$ cat config.mk
export PLATFORM = sky130hd
export DESIGN_NAME = data_bus_arbiter
export DESIGN_NICKNAME = d
export VERILOG_FILES = /design/src/rtl/data_bus_arbiter.sv
export SDC_FILE = /design/constraint.sdc
export NUM_CORES = 1
export LEC_CHECK = 0
export CAP_MARGIN = 40
export CORE_AREA = 2 2 118 120
export CTS_BUF_LIST = sky130_fd_sc_hd__clkbuf_16
export DETAILED_ROUTE_END_ITERATION = 10
export DIE_AREA = 0 0 120 122
export SETUP_SLACK_MARGIN = 0.05
export SYNTH_ARGS = -nofsm -noshare
export SYNTH_HDL_FRONTEND = slang
export SYNTH_SLANG_ARGS = --single-unit
$ cat constraint.sdc
create_clock -name clock -period 2.2 [get_ports clock]
set_clock_uncertainty 0.1 [all_clocks]
set_input_delay 0.33 -clock clock [delete_from_list [all_inputs] [get_ports clock]]
set_output_delay 0.33 -clock clock [all_outputs]
set_load 0.01 [all_outputs]
$ cat src/rtl/data_bus_arbiter.sv
// Two-master arbiter for the single data-memory port.
// m0 is the CPU load/store path, m1 the auxiliary (loader/VGA/PS2 DMA) master.
// Grants are combinational from the owner state and the live requests; a
// round-robin burst limit keeps one master from starving the other, and every
// read is tagged so its data returns only to the master that issued it.
module data_bus_arbiter #(
  parameter int ADDR_W    = 32,
  parameter int DATA_W    = 32,
  parameter int RD_LAT    = 1,
  parameter int MAX_BURST = 4
) (
  input  logic              clock,
  input  logic              reset_n,
  // master 0 (cpu)
  input  logic              m0_req,
  input  logic              m0_we,
  input  logic [ADDR_W-1:0] m0_addr,
  input  logic [DATA_W-1:0] m0_wdata,
  input  logic [2:0]        m0_memop,
  output logic              m0_gnt,
  output logic              m0_rvalid,
  output logic [DATA_W-1:0] m0_rdata,
  // master 1 (auxiliary)
  input  logic              m1_req,
  input  logic              m1_we,
  input  logic [ADDR_W-1:0] m1_addr,
  input  logic [DATA_W-1:0] m1_wdata,
  input  logic [2:0]        m1_memop,
  output logic              m1_gnt,
  output logic              m1_rvalid,
  output logic [DATA_W-1:0] m1_rdata,
  // memory side
  output logic [ADDR_W-1:0] mem_addr,
  output logic [DATA_W-1:0] mem_wdata,
  output logic [2:0]        mem_memop,
  output logic              mem_we,
  input  logic [DATA_W-1:0] mem_rdata
);

  localparam int CNT_W = $clog2(MAX_BURST + 1);
  localparam logic [CNT_W-1:0] BURST_MAX = CNT_W'(MAX_BURST);

  typedef enum logic [1:0] {
    ST_IDLE = 2'd0,
    ST_OWN0 = 2'd1,
    ST_OWN1 = 2'd2
  } state_e;

  state_e           state_q, state_d;
  logic             prio_q, prio_d;      // 0 = m0 wins a tie out of IDLE
  logic [CNT_W-1:0] burst_q, burst_d;

  logic gnt0, gnt1;
  logic xfer0, xfer1;
  logic rd_xfer, rd_owner;

  logic [RD_LAT-1:0] pipe_vld_q, pipe_vld_d;
  logic [RD_LAT-1:0] pipe_own_q, pipe_own_d;

  // Grant decision; held off entirely while reset is asserted.
  always_comb begin
    gnt0 = 1'b0;
    gnt1 = 1'b0;
    if (reset_n) begin
      unique case (state_q)
        ST_IDLE: begin
          if (m0_req && m1_req) begin
            gnt0 = ~prio_q;
            gnt1 = prio_q;
          end else if (m0_req) begin
            gnt0 = 1'b1;
          end else if (m1_req) begin
            gnt1 = 1'b1;
          end
        end
        ST_OWN0: begin
          if (m0_req && (!m1_req || (burst_q < BURST_MAX))) gnt0 = 1'b1;
          else if (m1_req)                                   gnt1 = 1'b1;
        end
        ST_OWN1: begin
          if (m1_req && (!m0_req || (burst_q < BURST_MAX))) gnt1 = 1'b1;
          else if (m0_req)                                   gnt0 = 1'b1;
        end
        default: begin
          gnt0 = 1'b0;
          gnt1 = 1'b0;
        end
      endcase
    end
  end

  // Next owner, burst length and tie-break priority follow the grant.
  always_comb begin
    state_d = ST_IDLE;
    burst_d = '0;
    prio_d  = prio_q;
    if (gnt0) begin
      state_d = ST_OWN0;
      prio_d  = 1'b1;
      if (state_q == ST_OWN0)
        burst_d = (burst_q == BURST_MAX) ? burst_q : burst_q + 1'b1;
      else
        burst_d = CNT_W'(1);
    end else if (gnt1) begin
      state_d = ST_OWN1;
      prio_d  = 1'b0;
      if (state_q == ST_OWN1)
        burst_d = (burst_q == BURST_MAX) ? burst_q : burst_q + 1'b1;
      else
        burst_d = CNT_W'(1);
    end
  end

  // Owner state, priority and burst counter registers.
  always_ff @(posedge clock or negedge reset_n) begin
    if (!reset_n) begin
      state_q <= ST_IDLE;
      prio_q  <= 1'b0;
      burst_q <= '0;
    end else begin
      state_q <= state_d;
      prio_q  <= prio_d;
      burst_q <= burst_d;
    end
  end

  assign m0_gnt = gnt0;
  assign m1_gnt = gnt1;
  assign xfer0  = gnt0 & m0_req;
  assign xfer1  = gnt1 & m1_req;

  // Memory port carries the granted master's fields, zero when nobody owns it.
  always_comb begin
    mem_addr  = '0;
    mem_wdata = '0;
    mem_memop = '0;
    mem_we    = 1'b0;
    if (gnt0) begin
      mem_addr  = m0_addr;
      mem_wdata = m0_wdata;
      mem_memop = m0_memop;
      mem_we    = xfer0 & m0_we;
    end else if (gnt1) begin
      mem_addr  = m1_addr;
      mem_wdata = m1_wdata;
      mem_memop = m1_memop;
      mem_we    = xfer1 & m1_we;
    end
  end

  assign rd_xfer  = (xfer0 & ~m0_we) | (xfer1 & ~m1_we);
  assign rd_owner = xfer1;

  // Shift-in of the read tag; a single-stage pipe has no older stage to carry.
  generate
    if (RD_LAT == 1) begin : g_lat1
      assign pipe_vld_d = rd_xfer;
      assign pipe_own_d = rd_owner;
    end else begin : g_latn
      assign pipe_vld_d = {pipe_vld_q[RD_LAT-2:0], rd_xfer};
      assign pipe_own_d = {pipe_own_q[RD_LAT-2:0], rd_owner};
    end
  endgenerate

  // Read tag pipe; reset discards anything still in flight.
  always_ff @(posedge clock or negedge reset_n) begin
    if (!reset_n) begin
      pipe_vld_q <= '0;
      pipe_own_q <= '0;
    end else begin
      pipe_vld_q <= pipe_vld_d;
      pipe_own_q <= pipe_own_d;
    end
  end

  assign m0_rvalid = pipe_vld_q[RD_LAT-1] & ~pipe_own_q[RD_LAT-1];
  assign m1_rvalid = pipe_vld_q[RD_LAT-1] &  pipe_own_q[RD_LAT-1];
  assign m0_rdata  = m0_rvalid ? mem_rdata : '0;
  assign m1_rdata  = m1_rvalid ? mem_rdata : '0;

endmodule

==> out/results.tsv <==
stage	metric	value	unit
yosys	Post-Synth Simple-Gate Area	31.0	%
yosys	Yosys top cell area share	36.2	%
yosys	syn_area_per_cell	7.90	µm²
detailed_routing	total number of vias	3095	
yosys	asr flop ratio synth	100	%
worst_setup_path	Reg2Reg Depth	8	
global_route	vias in the first global route	2984	
worst_setup_path	Crit. End Element	output port	
place	RePlAce Congestion	0.844	
run_status	status	finished, violations left	
floorplan	Die Y	122	µm
detailed_routing	DRT Wirelength	12.6	mm
layout	Post-layout nets	719	
timing	fin worst setup slack	-0.177	ns
worst_setup_path	reg2reg end	prio_q	
floorplan	die width	120	µm
floorplan	Core Area	0.0135	mm²
pwr	Max VDD drop	0.181	mV
clock_network	clk sinks	8	
global_route	wire length of the first global-routing pass	16.8	mm
timing	setup TNS	-9.95	ns
worst_setup_path	CP startpoint kind	flop	
clock_network	Hold Buf Count CTS	0	
worst_setup_path	crit path kind	reg -> out	
yosys	Top FF cell, synth	dfrtp_1	
yosys	Synth Net Count	382	
detailed_routing	Detailed Routing Iterations Pass 1	4	
clock_network	cts bufs inserted	3	
timing	Slew headroom	83.4	%
yosys	post-synthesis adder-cell area fraction	1.52	%
pwr	Pwr Density	305	mW/mm²
yosys	Cell variety after synth	35	
worst_setup_path	crit path from	state_q[1]	
detailed_routing	Routed Antenna Nets	0	
layout	Ant. Diodes	0	
yosys	area of the mapped netlist	0.00164	mm²
timing	Final Setup Violations	68	
flow_run	MaxCap Viol Count	0	
yosys	synth warn	0	
clock_network	worst-case clock buffer depth	2	
floorplan	FP Rows	43	
yosys	area leader, netlist	a22o_1	
worst_hold_path	Hold Crit Class	in -> async	
yosys	Synth area leaders	a22o_1, and2_1, and3_1, dfrtp_1, buf_6	
global_route	total grt overflow	0	
worst_setup_path	reg2reg start	state_q[1]	
timing	Period minus WS final	2.38	ns
yosys	Synth Register Bits	8	
timing	Worst-Margin Slew	0.248	ns
timing	hold violation total from the final report	0	
timing	setup repair after global routing missed its margin	yes	
timing	period utilization	108	%
floorplan	Die Area	0.0146	mm²
yosys	largest family of logic cells by synthesized area	compound AO/OA/AOI/OAI gates	
worst_setup_path	crit path DAT	1.95	ns
clock_network	CTS tree	yes	
layout	fin cells	723	
timing	Peak Freq	421	MHz
yosys	Synth Area in XOR/XNOR	0	%
layout	Area Overhead vs Synth	231	%
place	I/O Buffers	307	
yosys	post-synthesis mux area share	0	%
detailed_routing	WL per Instance	17.4	µm
worst_setup_path	peak fanout along the critical path	12	
global_route	initial antenna violation count	0	
worst_setup_path	flop2flop setup slack	0.43	ns
yosys	Synth top cells by count	a22o_1, and2_1, and3_1, clkbuf_1	
clock_network	Clock transition at path regs	0.04	ns
place	dpl hpwl	9.69	mm
clock_network	H-tree depth	1	
run_status	failing checks	setup timing	
layout	proportion of layout cells with a drive suffix above 1	25.6	%
timing	Max Slew Vio Count	0	
yosys	Seq/Total Area, Yosys	12.2	%
detailed_routing	1st-iter DRT viols	98	
yosys	Synth Area in Compound Gates	43.7	%
pwr	Total Power	1660	µW
pwr	static leakage	0.00297	µW
detailed_routing	Vias per Instance	4.28	
yosys	synthesized netlist cell count	208	
floorplan	# IOs	308	
global_route	largest net degree at the start of global routing	34	
worst_setup_path	CP endpoint	mem_addr[10]	
worst_setup_path	Critical Path RT	1.77	ns
floorplan	Initial Util	12.2	%
detailed_routing	drt drc	0	
yosys	Post-synth EDFFs	0	
clock_network	CTS Root Cell	clkbuf_16	
yosys	count leader, synth	a22o_1	
global_route	all-layer global routing usage	14.7	%
place	Placed Instances	692	
clock_network	Skew-Pair Late Insertion Delay	0.23	ns
==> cells in the final DEF (no fill, tap or decap), types with 3 or more instances in the layout <==
cell,n
a22o_1,67
and2_1,34
and3_1,32
buf_12,7
buf_16,5
buf_2,50
buf_4,24
buf_6,28
clkbuf_16,7
clkdlybuf4s50_1,204
dfrtp_1,7
dlymetal6s2s_1,31
inv_1,4
nand2_1,3
o21ai_0,3
==> registers in the layout, summed over array words and instances (netlist names) <==
signal	count
pipe_vld_q	1
burst_q	3
prio_q	1
pipe_own_q	1
state_q	2
==> critical path, cell delays in order (launching register included) <==
cell     delay, ns
dfrtp_2       0.42
or2b_4        0.21
o21ai_2       0.04
a221o_2       0.41
inv_8         0.10
buf_4         0.13
buf_16        0.13
a22o_1        0.15
buf_2         0.13
==> worst min-delay path by stage <==
stage | endpoint | start | cells after the start
after floorplan | burst_q[0] | reset_n | 0
after global placement | prio_q | prio_q | 2
after detailed placement | prio_q | prio_q | 2
after CTS | burst_q[2] | reset_n | 2
after global routing | prio_q | reset_n | 2
final | burst_q[2] | reset_n | 2
==> layout make-up <==
class | instances | area, µm²
multi-input combinational | 169 | 1300
sequential | 8 | 201
fill | 1315 | 8070
clock buffer | 3 | 75.1
inverter | 6 | 32.5
tap | 180 | 225
timing repair buffer | 357 | 3600
==> report_power, final <==
group | switching (µW) | internal [µW]
Sequential | 13.3 | 161
Clock | 69.6 | 234
Combinational | 443 | 736
Total | 526 | 1130
==> cell families after synthesis <==
family          Yosys count
flops                     8
fa+ha+maj                 2
compound gates           86
simple gates             81
buf+inv                  31
==> layer usage <==
metal | global-route usage (%) | share of wire [%] | vias up
met1 | 16.4 | 36 | 1389
met3 | 3.89 | 10 | 14
met4 | 4.34 | 2.1 | 0
met5 | 0 | 0 | -
li1 | - | - | 1476
met2 | 27.3 | 52 | 216
==> stage by stage <==
stage	util [%]	setup WS, ns	hold slack [ns]	instance area (µm²)
3_3_place_gp	36.9	-0.631	0.478	4980
5_1_grt	40.3	-0.258	0.397	5440
4_1_cts	38.0	-0.298	0.356	5140
6_report	40.3	-0.177	0.352	5440
2_1_floorplan	-	0.222	-0.0656	1640
3_5_place_dp	36.9	-0.642	0.484	4980
==> timing repair <==
item / CTS / global route
buffers inserted: 11 / 9
cloned: 6 / 4
pin swaps: 20 / 30
resized for setup: 328 / 51
endpoints found under the setup margin: 74 / 100
(Power assumes the default switching activity.)
